[src/rtl/spi_reader_pkg.sv]
// Shared types and frame geometry for the SPI register reader.
package spi_reader_pkg;

  typedef enum logic [2:0] {
    IDLE,
    SETUP,
    SHIFT,
    HOLD,
    GAP
  } state_t;

  localparam int SPI_ADDR_W     = 8;
  localparam int SPI_DATA_W     = 32;
  localparam int SPI_FRAME_BITS = 40;
  localparam int SPI_BIT_CNT_W  = 6;

endpackage

[src/rtl/spi_sclk_gen.sv]
// SCLK divider: CLK_DIV clk cycles per half-period, held low and cleared while disabled.
module spi_sclk_gen #(
  parameter int CLK_DIV = 25
) (
  input  logic i_clk,
  input  logic i_reset,
  input  logic i_en,
  output logic o_sclk,
  output logic o_rise_stb,
  output logic o_fall_stb
);

  localparam int DIV_W = (CLK_DIV > 1) ? $clog2(CLK_DIV) : 1;

  logic [DIV_W-1:0] r_cnt;
  logic             r_sclk;
  logic             w_term;

  // Strobes flag the clk edge on which r_sclk is about to toggle.
  assign w_term     = i_en && (r_cnt == DIV_W'(CLK_DIV - 1));
  assign o_rise_stb = w_term & ~r_sclk;
  assign o_fall_stb = w_term & r_sclk;
  assign o_sclk     = r_sclk;

  always_ff @(posedge i_clk or posedge i_reset) begin
    if (i_reset) begin
      r_cnt  <= '0;
      r_sclk <= 1'b0;
    end else if (!i_en) begin
      r_cnt  <= '0;
      r_sclk <= 1'b0;
    end else if (w_term) begin
      r_cnt  <= '0;
      r_sclk <= ~r_sclk;
    end else begin
      r_cnt <= r_cnt + DIV_W'(1);
    end
  end

endmodule

[src/rtl/spi_reg_reader.sv]
// SPI mode-0 master: sends an 8-bit register address, then clocks in a 32-bit word.
module spi_reg_reader
  import spi_reader_pkg::*;
#(
  parameter int CLK_DIV  = 25,
  parameter int CS_SETUP = 4,
  parameter int CS_HOLD  = 4
) (
  input  logic                  i_clk,
  input  logic                  i_reset,
  input  logic                  i_start,
  input  logic [SPI_ADDR_W-1:0] i_addr,
  output logic                  o_busy,
  output logic                  o_done,
  output logic [SPI_DATA_W-1:0] o_rdata,
  output logic                  o_spi_clk,
  output logic                  o_spi_cs,
  output logic                  o_spi_mosi,
  input  logic                  i_spi_miso
);

  localparam int WAIT_MAX = (CS_SETUP > CS_HOLD) ? CS_SETUP : CS_HOLD;
  localparam int WAIT_W   = (WAIT_MAX > 1) ? $clog2(WAIT_MAX) : 1;
  localparam logic [SPI_BIT_CNT_W-1:0] LAST_BIT  = SPI_BIT_CNT_W'(SPI_FRAME_BITS - 1);
  localparam logic [SPI_BIT_CNT_W-1:0] DATA_BIT0 = SPI_BIT_CNT_W'(SPI_ADDR_W);

  state_t                   r_state, w_state_nxt;
  logic [WAIT_W-1:0]        r_wait, w_wait_nxt;
  logic [SPI_BIT_CNT_W-1:0] r_bit, w_bit_nxt;
  logic [SPI_ADDR_W-1:0]    r_addr, w_addr_nxt;
  logic [SPI_DATA_W-1:0]    r_shift, w_shift_nxt;
  logic [SPI_DATA_W-1:0]    r_rdata, w_rdata_nxt;
  logic                     r_cs, w_cs_nxt;
  logic                     r_mosi, w_mosi_nxt;
  logic                     r_busy, w_busy_nxt;
  logic                     r_done, w_done_nxt;
  logic                     r_sync1, r_sync2;
  logic                     w_sclk_en;
  logic                     w_fall;
  logic                     w_unused_rise;

  assign w_sclk_en = (r_state == SHIFT);

  spi_sclk_gen #(
    .CLK_DIV (CLK_DIV)
  ) u_sclk_gen (
    .i_clk      (i_clk),
    .i_reset    (i_reset),
    .i_en       (w_sclk_en),
    .o_sclk     (o_spi_clk),
    .o_rise_stb (w_unused_rise),
    .o_fall_stb (w_fall)
  );

  // MISO is asynchronous; the two-stage delay is absorbed by capturing on the SCLK fall.
  always_ff @(posedge i_clk or posedge i_reset) begin
    if (i_reset) begin
      r_sync1 <= 1'b0;
      r_sync2 <= 1'b0;
    end else begin
      r_sync1 <= i_spi_miso;
      r_sync2 <= r_sync1;
    end
  end

  always_ff @(posedge i_clk or posedge i_reset) begin
    if (i_reset) begin
      r_state <= IDLE;
      r_wait  <= '0;
      r_bit   <= '0;
      r_addr  <= '0;
      r_shift <= '0;
      r_rdata <= '0;
      r_cs    <= 1'b1;
      r_mosi  <= 1'b0;
      r_busy  <= 1'b0;
      r_done  <= 1'b0;
    end else begin
      r_state <= w_state_nxt;
      r_wait  <= w_wait_nxt;
      r_bit   <= w_bit_nxt;
      r_addr  <= w_addr_nxt;
      r_shift <= w_shift_nxt;
      r_rdata <= w_rdata_nxt;
      r_cs    <= w_cs_nxt;
      r_mosi  <= w_mosi_nxt;
      r_busy  <= w_busy_nxt;
      r_done  <= w_done_nxt;
    end
  end

  always_comb begin
    w_state_nxt = r_state;
    w_wait_nxt  = r_wait;
    w_bit_nxt   = r_bit;
    w_addr_nxt  = r_addr;
    w_shift_nxt = r_shift;
    w_rdata_nxt = r_rdata;
    w_done_nxt  = 1'b0;
    case (r_state)
      IDLE: begin
        w_wait_nxt = '0;
        w_bit_nxt  = '0;
        if (i_start) begin
          w_addr_nxt  = i_addr;
          w_state_nxt = SETUP;
        end
      end
      SETUP: begin
        if (r_wait == WAIT_W'(CS_SETUP - 1)) begin
          w_wait_nxt  = '0;
          w_state_nxt = SHIFT;
        end else begin
          w_wait_nxt = r_wait + WAIT_W'(1);
        end
      end
      SHIFT: begin
        // Address shifts out MSB-first and leaves zeros behind for the data phase.
        if (w_fall) begin
          w_addr_nxt = {r_addr[SPI_ADDR_W-2:0], 1'b0};
          if (r_bit >= DATA_BIT0) begin
            w_shift_nxt = {r_shift[SPI_DATA_W-2:0], r_sync2};
          end
          if (r_bit == LAST_BIT) begin
            w_state_nxt = HOLD;
          end else begin
            w_bit_nxt = r_bit + SPI_BIT_CNT_W'(1);
          end
        end
      end
      HOLD: begin
        if (r_wait == WAIT_W'(CS_HOLD - 1)) begin
          w_wait_nxt  = '0;
          w_state_nxt = GAP;
          w_rdata_nxt = r_shift;
          w_done_nxt  = 1'b1;
        end else begin
          w_wait_nxt = r_wait + WAIT_W'(1);
        end
      end
      GAP: begin
        if (r_wait == WAIT_W'(CS_HOLD - 1)) begin
          w_wait_nxt  = '0;
          w_state_nxt = IDLE;
        end else begin
          w_wait_nxt = r_wait + WAIT_W'(1);
        end
      end
      default: w_state_nxt = IDLE;
    endcase
    w_cs_nxt   = !((w_state_nxt == SETUP) || (w_state_nxt == SHIFT) || (w_state_nxt == HOLD));
    w_busy_nxt = (w_state_nxt != IDLE);
    w_mosi_nxt = ((w_state_nxt == SETUP) || (w_state_nxt == SHIFT)) ? w_addr_nxt[SPI_ADDR_W-1] : 1'b0;
  end

  assign o_busy     = r_busy;
  assign o_done     = r_done;
  assign o_rdata    = r_rdata;
  assign o_spi_cs   = r_cs;
  assign o_spi_mosi = r_mosi;

endmodule

[config.mk]
export PLATFORM = sky130hd
export DESIGN_NAME = spi_reg_reader
export DESIGN_NICKNAME = d
export VERILOG_FILES = /design/src/rtl/spi_reader_pkg.sv /design/src/rtl/spi_sclk_gen.sv /design/src/rtl/spi_reg_reader.sv
export SDC_FILE = /design/constraint.sdc
export NUM_CORES = 1
export LEC_CHECK = 0
export ABC_CLOCK_PERIOD_IN_PS = 7450
export BUFFER_PORTS_ARGS = -buffer_cell sky130_fd_sc_hd__buf_2
export CORE_MARGIN = 3
export CORE_UTILIZATION = 55
export DETAILED_ROUTE_END_ITERATION = 7
export PLACE_DENSITY = 0.76
export SLEW_MARGIN = 20
export SYNTH_ARGS = -nofsm -noshare
export SYNTH_HDL_FRONTEND = slang
export SYNTH_SLANG_ARGS = --single-unit
[constraint.sdc]
create_clock -name i_clk -period 7.45 [get_ports i_clk]
set_input_delay 0.3725 -clock i_clk [delete_from_list [all_inputs] [get_ports i_clk]]
set_output_delay 0.3725 -clock i_clk [all_outputs]
set_load 0.05 [all_outputs]
== Word-level counts from Yosys, hierarchy flattened ==
Cells that the tools add are included.
Storage, ports and cells
  flip-flop bits (word level): 95
  latch bits: 0
  memory bits (writable): 0
  memory bits (read-only): 0
  bits of input ports: 12
  output and inout port bits: 37
  word-level logic and storage cells: 70
  memories kept: 0
Operators by class
  add/subtract/negate cells: 3
  multiply operators: 0
  divide/modulo/power cells: 0
  $lt $le $gt $ge: 1
  equal/unequal tests: 14
  shifts and indexed selects: 0
  multiplexer cells: 22
  bitwise operators: 2
  reduce and logical (&&, ||, !) cells: 13
Operator list (number)
  $mux 3: 6
  $mux 8: 2
  $pmux 8 s2: 1
  $pmux 3 s5: 1
  $eq 3x2->1 const B: 4
  $mux 6: 2
  $pmux 6 s2: 1
  $mux 5: 2
  $reduce_and 3->1: 3
  $ne 2x2->1 const B: 4
  $add 6x1->6 const B: 1
  $eq 3x1->1 const B: 2
  $eq 6x6->1 const B: 1
  $ge 6x4->1 const B: 1
  $add 5x1->5 const B: 1
  $eq 5x5->1 const B: 1
  $mux 1: 5
  $pmux 2 s2: 1
  $reduce_bool 2->1: 2
  $eq 3x3->1 const B: 1
  $logic_not 3->1: 1
  $reduce_bool 3->1: 1
  $reduce_or 3->1: 1
  $add 2x1->2 const B: 1
  other kinds (8): 9

== Logic depth before layout (Yosys ltp) ==
Gate-level depths: netlist (run 1).
  word-level depth: 9
  gate-level depth with buffers: 8
  depth with buffers taken out: 6

== Modules after synthesis ==
From an unflattened synthesis (run 1), not the netlist that was laid out.
Unflattened totals
  cell total of the unflattened synthesis: 279
  area total of the unflattened synthesis: 3872.5 um2
By module, submodules not included
  spi_reg_reader: times used 1, cells an instance 249, area each 3555.9 um2, seq. area each 2228.4 um2
  spi_sclk_gen: times used 1, cells an instance 30, area each 316.6 um2, seq. area each 150.1 um2

== Worst setup path after synthesis (run 1) ==
No wires, ideal clock.
  path kind: reg-to-reg
  from: register u_sclk_gen.r_cnt[0]
  to: register r_shift[0]
  setup time: 125 ps
  arrival: 1879 ps
  data required time: 7325 ps
  slack: 5446 ps
  cell stages (with the launch flop): 9
  path buffers: 2
  clock period less this slack: 2004 ps
  cells stage by stage: dfrtp_1 -> inv_1 -> ha_1 -> and4b_1 -> and3_1 -> buf_2 -> o31ai_1 -> buf_2 -> mux2_2
Between the ends
  cells in the longest elaborated chain, start to end: 4
RTL lines
  start, declared: line spi_sclk_gen.sv:15  | logic [DIV_W-1:0] r_cnt;
  start signal, assigned: line spi_sclk_gen.sv:36  | r_cnt <= r_cnt + DIV_W'(1);
  $eq 5x5->1: line spi_sclk_gen.sv:20  | assign w_term = i_en && (r_cnt == DIV_W'(CLK_DIV - 1));
  $logic_and 1x1->1: line spi_sclk_gen.sv:20
  $and 1x1->1: line spi_sclk_gen.sv:22  | assign o_fall_stb = w_term & r_sclk;
  $reduce_and 3->1 (no source line)
  end signal, assigned: line spi_reg_reader.sv:83  | r_shift <= w_shift_nxt;
  end, declared: line spi_reg_reader.sv:31  | logic [SPI_DATA_W-1:0] r_shift, w_shift_nxt;
No other way between the ends.
A chain may end at the register's enable or synchronous reset.

== Final worst setup path (run 1) ==
  from: register r_state[1]
  to: register r_shift[21]
Between the ends
  cells in the longest elaborated chain, start to end: 4
RTL lines
  start, declared: line spi_reg_reader.sv:27  | state_t r_state, w_state_nxt;
  start signal, assigned: line spi_reg_reader.sv:79  | r_state <= w_state_nxt;
  $eq 3x2->1 (*): line spi_reg_reader.sv:42, spi_reg_reader.sv:100
  $logic_and 1x1->1: line spi_sclk_gen.sv:20
  $and 1x1->1: line spi_sclk_gen.sv:22
  $reduce_and 3->1 (no source line) (*)
Every way passes the cells marked *; elsewhere a longest branch is shown, timed or not.

==> qor.txt, run 1 <==
RUN STATUS
--------------------------------------------------------------------------------
Outcome                                                             complete, no violations

ROUTE
--------------------------------------------------------------------------------
Top Metal Used                                                              met4
Pre-Repair DR Iteration Count                                                  4
DRC violation count after routing                                              0
Met3 WL                                                                   223 µm
DR vias                                                                    2,458
Detail-routed net length per standard cell                               13.6 µm
Post-route met1 wirelength                                               3.00 mm
Post-detailed-route count of antenna-violating nets                            0
Total Routed Length                                                      6.43 mm
Met2 WL                                                                  3.15 mm
Vias/cell                                                                   5.20
Violation count after the first detailed-route iteration                     140

FLOORPLANNING
--------------------------------------------------------------------------------
Area enclosed by the die boundary                                       8000 µm²
Die Y-Extent                                                             89.4 µm
IO Count                                                                      49
Core Box Area                                                           6530 µm²
Initial standard-cell utilization of the core                              58.6%
Chip width                                                               89.4 µm
# rows                                                                        29

STA
--------------------------------------------------------------------------------
Pin slew with the least headroom to its limit                            1.00 ns
TNS Setup                                                                   0 ns
Period minus WS final                                                    2.34 ns
Final hold vios                                                                0
Setup violators final                                                          0
Unrepaired setup endpoints after global routing                            false
Worst-case clock skew                                                  0.0126 ns
Worst hold slack                                                        0.119 ns
Worst rel slew slack                                                       33.1%
Final number of max-transition violations                                      0
Post-route fraction of the period consumed by the critical path            31.4%
Highest clock rate                                                     0.427 GHz

CLOCK NETWORK
--------------------------------------------------------------------------------
Clock tree root buffer cell                                         sky130_fd_sc_hd__clkbuf_8
Number of levels the H-tree was split into                                     3
Total clock buffers created by CTS                                             9
Clock sinks                                                                   95
Worst-Skew Late Latency                                                  0.36 ns
CTS Buffer Depth                                                               2
Post-CTS resize count                                                          0
TritonCTS clock tree                                                       built
Clock transition at the registers of the reported paths                  0.10 ns

GLOBAL ROUTING
--------------------------------------------------------------------------------
Number of global-route vias before repair                                  2,416
Number of antenna violations at the first check in global routing              0
Maximum number of pins on one net before global-route repair                  83
Global route overflow                                                          0
First-pass GRT wire length                                               10.7 mm
All-Layer GR Usage                                                         17.4%

MIN PATH
--------------------------------------------------------------------------------
Endpoint, Worst Hold                                                     r_sync1
Worst hold path stage count                                                    1
Worst hold path type                                                primary input to flip-flop
Worst Hold Launch                                                     i_spi_miso

POWER AND IR DROP
--------------------------------------------------------------------------------
Ratio of total power to cell area                                     203 nW/µm²
Share of total power in sequential cells                                   58.7%
Switching part of the total power                                          22.6%
Total power                                                           0.000885 W
Clock power frac                                                           39.4%
Standby leakage power                                                    2.41 nW
Switching power                                                       0.000200 W
Max VDD drop                                                            0.101 mV
Part of the power in combinational logic                                    1.9%
Cell-internal power                                                   0.000685 W

FINAL LAYOUT
--------------------------------------------------------------------------------
Non-Filler Instances                                                         473
Filler Cells Inserted                                                        512
# diodes                                                                       0
Final net count                                                              408
Synthesis-to-finish area growth                                            14.0%
Fraction of layout cells with a size suffix above 1                        26.8%

SYNTHESIS
--------------------------------------------------------------------------------
Number of flops mapped to enable cells by yosys                                0
Synthesis Warnings                                                             0
Number of nets in the synthesized netlist                                    359
Fraction of post-synthesis cell area in the top cell type by area          61.4%
Count of cell types in the netlist                                            41
Synthesized area                                                        3830 µm²
Cell type with the highest aggregate area in the netlist            sky130_fd_sc_hd__dfrtp_1
Top FF cell, synth                                                  sky130_fd_sc_hd__dfrtp_1
Synth top area cells                                                sky130_fd_sc_hd__dfrtp_1 61%, sky130_fd_sc_hd__nand2_1 11%, sky130_fd_sc_hd__mux2_2 9.7%
Synthesized netlist cell count                                               342
Post-synthesis register bit count                                             95
Proportion of synthesized chip area in sequential cells                    62.1%
Fraction of registers with async set or reset after synthesis               100%
Average instance area after synthesis                                   11.2 µm²

CRITICAL PATH
--------------------------------------------------------------------------------
Crit Path Max Fanout                                                          27
Arr. time, crit path                                                     2.58 ns
Destination of the worst register-to-register timing path            r_shift[21]
Crit Reg-Reg Startpoint                                               r_state[1]
Cell depth of the worst flop-to-flop path                                      5
Data required time at the worst endpoint                                 7.69 ns
Startpoint kind of the worst setup timing path                         flip-flop
Critical setup path kind                                            flip-flop to flip-flop
Register-to-register setup slack                                         5.11 ns
Setup crit end kind                                                    flip-flop

RUN
--------------------------------------------------------------------------------
Number of max-capacitance violations reported                                  0

PLACEMENT
--------------------------------------------------------------------------------
GP Congestion                                                              0.735
Port Buffers                                                                  48
Total instance count after detailed placement                                456
Placed wire-length estimate after detailed placement                     4.37 mm

through the flow:
step	area, µm²	setup slack, ns	utilization, %
finish	4370	5.11	66.8
global route	4370	4.91	66.8
CTS	4370	5.13	66.8
detailed placement	4140	5.14	63.4
global placement	4140	5.25	63.4
floorplan	3830	4.60	-
power groups by stage:
stage / clock (W) / sequential (W) / combinational, W
3_5_place_dp: 0 / 0.000530 / 0.0000173
3_3_place_gp: 0 / 0.000530 / 0.0000170
2_1_floorplan: 0 / 0.000531 / 0.00000973
5_1_grt: 0.000383 / 0.000520 / 0.0000198
4_1_cts: 0.000359 / 0.000520 / 0.0000178
6_report: 0.000349 / 0.000520 / 0.0000169
per-layer routing:
layer | vias up | global-route usage, %
li1 | 1241 | -
met5 | - | 0
met1 | 1169 | 22.5
met3 | 6 | 3.32
met4 | 0 | 8.25
met2 | 42 | 28.3
critical path: stages (launching register included):
cell	delay, ns
sky130_fd_sc_hd__dfrtp_1	0.56
sky130_fd_sc_hd__nor3b_1	0.40
sky130_fd_sc_hd__and3_1	0.47
sky130_fd_sc_hd__o31ai_4	0.19
sky130_fd_sc_hd__buf_4	0.28
sky130_fd_sc_hd__mux2_2	0.31
timing repair:
action	CTS	global route
setup buffers	0	0
endpoints found under the hold margin	13	0
endpoints found under the setup margin	0	0
hold buffers	1	0
final cells by class:
type	instances	area [µm²]	area share, %
flip-flops and latches	95	2380	54.5
clock buffers	9	124	2.84
repair buffers	52	273	6.25
inverters	10	38.8	0.889
well taps	77	96.3	2.21
clock inverters	7	87.6	2.01
multi-input cells	223	1370	31.3
cell families (layout without fill, tap and decap cells):
logic type	count (synthesis)	after routing	share of synthesized area, %
buffers and inverters	24	78	2.55
adder cells (fa/ha/maj)	5	5	1.63
flip-flops	95	95	62.1
XOR/XNOR	4	4	0.915
AO/OA/AOI/OAI	30	30	5.68
multiplexers	34	34	9.96
AND/OR/NAND/NOR	150	150	17.2
how the worst max path moves through the flow:
stage / start / to / cells after the start
global route: r_state[1] / r_shift[18] / 5
finish: r_state[1] / r_shift[21] / 5
global placement: r_state[0] / r_shift[26] / 5
CTS: r_state[1] / r_shift[21] / 5
floorplan: i_reset / o_busy / 1
detailed placement: r_state[1] / r_shift[21] / 5
state kept, by name, indices dropped and copies added (netlist names):
register,flops
o_done,1
o_rdata,32
o_busy,1
o_spi_mosi,1
u_sclk_gen.r_cnt,5
u_sclk_gen.o_sclk,1
r_sync2,1
r_sync1,1
r_state,3
r_wait,2
o_spi_cs,1
r_shift,32
r_bit,6
r_addr,8
cell usage in the layout (no fill, tap or decap), types with 2 or more instances in the layout:
cell                       instances
sky130_fd_sc_hd__nor3b_1           2
sky130_fd_sc_hd__a22oi_1           6
sky130_fd_sc_hd__nor4bb_1          2
sky130_fd_sc_hd__nand4b_1          2
sky130_fd_sc_hd__xor2_1            2
sky130_fd_sc_hd__and3_1            2
sky130_fd_sc_hd__mux2_2           33
sky130_fd_sc_hd__clkbuf_8          9
sky130_fd_sc_hd__a21oi_1           6
sky130_fd_sc_hd__ha_1              5
sky130_fd_sc_hd__o21ai_0           3
sky130_fd_sc_hd__nor2_1            7
sky130_fd_sc_hd__o31ai_1           3
sky130_fd_sc_hd__a21boi_0          2
sky130_fd_sc_hd__and2_1            2
sky130_fd_sc_hd__or3_1             3
sky130_fd_sc_hd__inv_8             2
sky130_fd_sc_hd__buf_2            48
sky130_fd_sc_hd__nand3_1           6
sky130_fd_sc_hd__nand2b_1          2
sky130_fd_sc_hd__inv_1             9
sky130_fd_sc_hd__clkinv_4          3
sky130_fd_sc_hd__dfrtp_1          94
sky130_fd_sc_hd__xnor2_1           2
sky130_fd_sc_hd__nand2_1         114
sky130_fd_sc_hd__a22o_1            3
sky130_fd_sc_hd__buf_4             3
cell usage after synthesis (4+ instances only):
cell                       number
sky130_fd_sc_hd__ha_1           5
sky130_fd_sc_hd__buf_2          6
sky130_fd_sc_hd__nand3_1        6
sky130_fd_sc_hd__nand2_1      114
sky130_fd_sc_hd__o31ai_1        4
sky130_fd_sc_hd__mux2_2        33
sky130_fd_sc_hd__nor2_1         7
sky130_fd_sc_hd__clkbuf_1       6
sky130_fd_sc_hd__a22oi_1        6
sky130_fd_sc_hd__dfrtp_1       94
sky130_fd_sc_hd__a21oi_1        6
sky130_fd_sc_hd__inv_1         10
No activity file was read; power rests on OpenSTA's default activity.
==> inputs of run 2 (changes only) <==
--- a/config.mk
+++ b/config.mk
@@ -5,12 +5,13 @@
 export SDC_FILE = /design/constraint.sdc
 export NUM_CORES = 1
 export LEC_CHECK = 0
-export ABC_CLOCK_PERIOD_IN_PS = 7450
+export ABC_AREA = 1
+export ABC_CLOCK_PERIOD_IN_PS = 2000
 export BUFFER_PORTS_ARGS = -buffer_cell sky130_fd_sc_hd__buf_2
 export CORE_MARGIN = 3
-export CORE_UTILIZATION = 55
+export CORE_UTILIZATION = 52
 export DETAILED_ROUTE_END_ITERATION = 7
-export PLACE_DENSITY = 0.76
+export PLACE_DENSITY = 0.75
 export SLEW_MARGIN = 20
 export SYNTH_ARGS = -nofsm -noshare
 export SYNTH_HDL_FRONTEND = slang
==> constraint.sdc (replaced) <==
create_clock -name i_clk -period 2 [get_ports i_clk]
set_input_delay 0.1 -clock i_clk [delete_from_list [all_inputs] [get_ports i_clk]]
set_output_delay 0.1 -clock i_clk [all_outputs]
set_load 0.05 [all_outputs]
==> run 2 against run 1 <==
  * Sequential power rose to 3.7 times the previous value
  * Non-clock buffer count rose by 10
  * Cell area rose by 5.0%
  * Core utilization fell by 4.3 points
  * Largest cell class unchanged
  * Critical path type unchanged
  * Critical endpoint unchanged
  * Power rose to 3.6 times the previous value
  * Sequential share of layout area fell by 2.6 points
  * Synthesized cell count rose by 18%
  * Global-route usage fell by 0.34 points
  * Critical path depth rose by 5
==> qor.txt, run 2 <==
GLOBAL ROUTING
------------------------------------------------------------------------------------
Global route overflow                                                              0   unchanged
All-Layer GR Usage                                                             17.0%   was 17.4%
First-pass GRT wire length                                                   11.8 mm   was 10.7 mm
Maximum number of pins on one net before global-route repair                      65   was 83
Number of global-route vias before repair                                      2,617   was 2,416
Number of antenna violations at the first check in global routing                  0   unchanged

ROUTE
------------------------------------------------------------------------------------
Post-route met1 wirelength                                                   3.24 mm   was 3.00 mm
Pre-Repair DR Iteration Count                                                      4   unchanged
DR vias                                                                        2,737   was 2,458
Vias/cell                                                                       4.84   was 5.20
Top Metal Used                                                                  met4   unchanged
Violation count after the first detailed-route iteration                         169   was 140
Post-detailed-route count of antenna-violating nets                                0   unchanged
Met2 WL                                                                      3.12 mm   was 3.15 mm
Detail-routed net length per standard cell                                   11.9 µm   was 13.6 µm
Met3 WL                                                                       280 µm   was 223 µm
Total Routed Length                                                          6.72 mm   was 6.43 mm
DRC violation count after routing                                                  0   unchanged

CRITICAL PATH
------------------------------------------------------------------------------------
Register-to-register setup slack                                             0.24 ns   was 5.11 ns
Critical setup path kind                                                flip-flop to flip-flop   unchanged
CP dominant cell by count                                               sky130_fd_sc_hd__nand2_1
Data required time at the worst endpoint                                     2.23 ns   was 7.69 ns
Critical-path cell with the highest stage delay                         sky130_fd_sc_hd__dfrtp_1   unchanged
Arr. time, crit path                                                         1.98 ns   was 2.58 ns
Max incr delay on CP                                                         0.42 ns   was 0.56 ns
Startpoint kind of the worst setup timing path                             flip-flop   unchanged
Worst path cell trace                                                   inv_1 > ha_1 > nand2_1 > nor2_2 > nand3_4 > inv_6 > o31ai_4 > buf_12 > nand2_1 > o21ai_2   was nor3b_1 > and3_1 > o31ai_4 > buf_4 > mux2_2
Crit Reg-Reg Startpoint                                                 u_sclk_gen.r_cnt[0]   was r_state[1]
Crit Path Max Fanout                                                              64   was 27
Setup crit start                                                        u_sclk_gen.r_cnt[0]   was r_state[1]
Setup crit end kind                                                        flip-flop   unchanged

FLOORPLANNING
------------------------------------------------------------------------------------
Chip width                                                                   93.4 µm   was 89.4 µm
Core Box Area                                                               7330 µm²   was 6530 µm²
# rows                                                                            31   was 29
Initial standard-cell utilization of the core                                  54.2%   was 58.6%
IO Count                                                                          49   unchanged
Die Y-Extent                                                                 93.4 µm   was 89.4 µm
Area enclosed by the die boundary                                           8730 µm²   was 8000 µm²

PLACEMENT
------------------------------------------------------------------------------------
Port Buffers                                                                      48   unchanged
Post-placement worst setup slack                                            0.261 ns   was 5.14 ns
GP Congestion                                                                  0.762   was 0.735
Placed wire-length estimate after detailed placement                         4.61 mm   was 4.37 mm

POWER AND IR DROP
------------------------------------------------------------------------------------
Standby leakage power                                                        2.23 nW   was 2.41 nW
Ratio of total power to cell area                                         691 nW/µm²   was 203 nW/µm²
Max VDD drop                                                                0.322 mV   was 0.101 mV
Total power                                                                0.00317 W   was 0.000885 W

CLOCK NETWORK
------------------------------------------------------------------------------------
CTS Buffer Depth                                                                   2   unchanged
Clock tree root buffer cell                                             sky130_fd_sc_hd__clkbuf_8   unchanged
Clock sinks                                                                       95   unchanged
Number of buffers added for setup after CTS                                        0   unchanged
Post-CTS resize count                                                              0   unchanged
Worst-Skew Late Latency                                                      0.35 ns   was 0.36 ns
Clock transition at the registers of the reported paths                      0.10 ns   about the same
Number of levels the H-tree was split into                                         3   unchanged
Total clock buffers created by CTS                                                 9   unchanged
Hold buffer count at CTS                                                           9   was 1
TritonCTS clock tree                                                           built   unchanged

SYNTHESIS
------------------------------------------------------------------------------------
Synthesized netlist cell count                                                   402   was 342
Parity-gate share of the synthesized area counting xor and xnor cells          1.32%   was 0.915%
Cell type with the highest aggregate area in the netlist                sky130_fd_sc_hd__dfrtp_1   unchanged
Most common cell in the netlist                                         sky130_fd_sc_hd__nand2_1   unchanged
Average instance area after synthesis                                       9.89 µm²   was 11.2 µm²
Top FF cell, synth                                                      sky130_fd_sc_hd__dfrtp_1   unchanged
Adder-Cell Fraction of Synth Area                                              1.57%   was 1.63%
Count of cell types in the netlist                                                27   was 41
Mux contribution to synthesized area                                              0%   was 9.96%
Top post-synthesis cells by count                                       110 x sky130_fd_sc_hd__nand2_1, 94 x sky130_fd_sc_hd__dfrtp_1, 49 x sky130_fd_sc_hd__inv_1, 40 x sky130_fd_sc_hd__o21ai_0, 32 x sky130_fd_sc_hd__o21ai_2   was 114 x sky130_fd_sc_hd__nand2_1, 94 x sky130_fd_sc_hd__dfrtp_1, 33 x sky130_fd_sc_hd__mux2_2, 10 x sky130_fd_sc_hd__inv_1, 7 x sky130_fd_sc_hd__nor2_1
Dominant combinational cell family by area after synthesis              simple AND/OR/NAND/NOR gates   unchanged
Proportion of synthesized chip area in sequential cells                        59.8%   was 62.1%
Synth top area cells                                                    sky130_fd_sc_hd__dfrtp_1 59%, sky130_fd_sc_hd__nand2_1 10%, sky130_fd_sc_hd__o21ai_2 7.0%   was sky130_fd_sc_hd__dfrtp_1 61%, sky130_fd_sc_hd__nand2_1 11%, sky130_fd_sc_hd__mux2_2 9.7%
Synthesis Warnings                                                                 0   unchanged
Synthesized area                                                            3980 µm²   was 3830 µm²
Fraction of registers with async set or reset after synthesis                   100%   unchanged
Area fraction in compound gates after synthesis                                14.3%   was 5.68%
Post-synthesis register bit count                                                 95   unchanged
Number of flops mapped to enable cells by yosys                                    0   unchanged
Number of nets in the synthesized netlist                                        419   was 359
Area share of and/or/nand/nor cells after synthesis                            15.2%   was 17.2%
Fraction of post-synthesis cell area in the top cell type by area              59.2%   was 61.4%

STA
------------------------------------------------------------------------------------
Highest clock rate                                                         0.570 GHz   was 0.427 GHz
Worst rel slew slack                                                           53.6%   was 33.1%
Period minus WS final                                                        1.76 ns   was 2.34 ns
Post-route fraction of the period consumed by the critical path                87.8%   was 31.4%
TNS Setup                                                                       0 ns   unchanged
Pin slew with the least headroom to its limit                               0.695 ns   was 1.00 ns
Worst setup margin                                                          0.245 ns   was 5.11 ns
Worst-case clock skew                                                      0.0141 ns   was 0.0126 ns
Unrepaired setup endpoints after global routing                                false   unchanged
Setup violators final                                                              0   unchanged
Final number of max-transition violations                                          0   unchanged
Final hold vios                                                                    0   unchanged

MIN PATH
------------------------------------------------------------------------------------
Worst hold path type                                                    primary input to flip-flop   unchanged
Worst Hold Launch                                                          i_addr[7]   was i_spi_miso

RUN
------------------------------------------------------------------------------------
Number of max-capacitance violations reported                                      0   unchanged

RUN STATUS
------------------------------------------------------------------------------------
Outcome                                                                 complete, no violations   unchanged

FINAL LAYOUT
------------------------------------------------------------------------------------
Fraction of layout cells with a size suffix above 1                            24.0%   was 26.8%
# diodes                                                                           0   unchanged
Synthesis-to-finish area growth                                                15.3%   was 14.0%
Final net count                                                                  478   was 408
Filler Cells Inserted                                                            613   was 512
Most frequent cells in the layout                                       110 x sky130_fd_sc_hd__nand2_1, 94 x sky130_fd_sc_hd__dfrtp_1, 48 x sky130_fd_sc_hd__inv_1, 48 x sky130_fd_sc_hd__buf_2, 40 x sky130_fd_sc_hd__o21ai_0   was 114 x sky130_fd_sc_hd__nand2_1, 94 x sky130_fd_sc_hd__dfrtp_1, 48 x sky130_fd_sc_hd__buf_2
Most common cell after layout, fill and taps aside                      sky130_fd_sc_hd__nand2_1   unchanged

-- run 2: worst paths after layout --
check	to	cells past startpoint
setup / recovery	r_shift[21]	10
hold / removal	r_addr[7]	3
setup reg to reg	r_shift[21]	10
hold reg to reg	r_sync2	0
max in group asynchronous	o_spi_cs	4
min in group asynchronous	o_rdata[13]	3
-- run 2: cell families after synthesis --
family                     count (synthesis)
buffers and inverters                     66
DFF                                       95
adders and majority gates                  5
xor gates and xnor gates                   6
AOI/OAI and AO/OA                         83
and+or+nand+nor                          147
-- run 2: per-stage QoR --
step / hold WS [ns] / instances / util (%) / area, µm²
CTS: 0.0133 / 565 / 62.6 / 4590
detailed placement: 0.210 / 540 / 58.8 / 4310
global route: 0.00368 / 565 / 62.6 / 4590
floorplan: 0.131 / 402 / - / 3980
finish: 0.0133 / 565 / 62.6 / 4590
global placement: 0.210 / 540 / 58.8 / 4310
-- run 2: metal layers --
metal	global-route usage, %	vias up
li1	-	1387
met1	23.3	1298
met2	26.9	45
met3	4.42	7
met4	5.13	0
met5	0	-
-- run 2: cell type report --
cell class	count	area, µm²	area share, %
Timing Repair Buffer	62	405	8.84
Multi-Input combinational cell	241	1290	28.1
Sequential cell	95	2380	51.9
Clock buffer	9	124	2.70
Inverter	52	204	4.45
Tap cell	99	124	2.70
Clock inverter	7	61.3	1.34
-- run 2: critical path, delay by kind of cell, from the launching register on --
kind                     cells  cell delay, ns
AND/OR/NAND/NOR              4            0.50
flip-flops                   1            0.42
buffers and inverters        3            0.40
adder cells (fa/ha/maj)      1            0.16
AO/OA/AOI/OAI                2            0.14
-- run 2: power breakdown --
group | internal, W | switching (W)
registers | 0.00192 | 0.000000400
logic | 0.0000275 | 0.0000432
clock network | 0.000478 | 0.000697
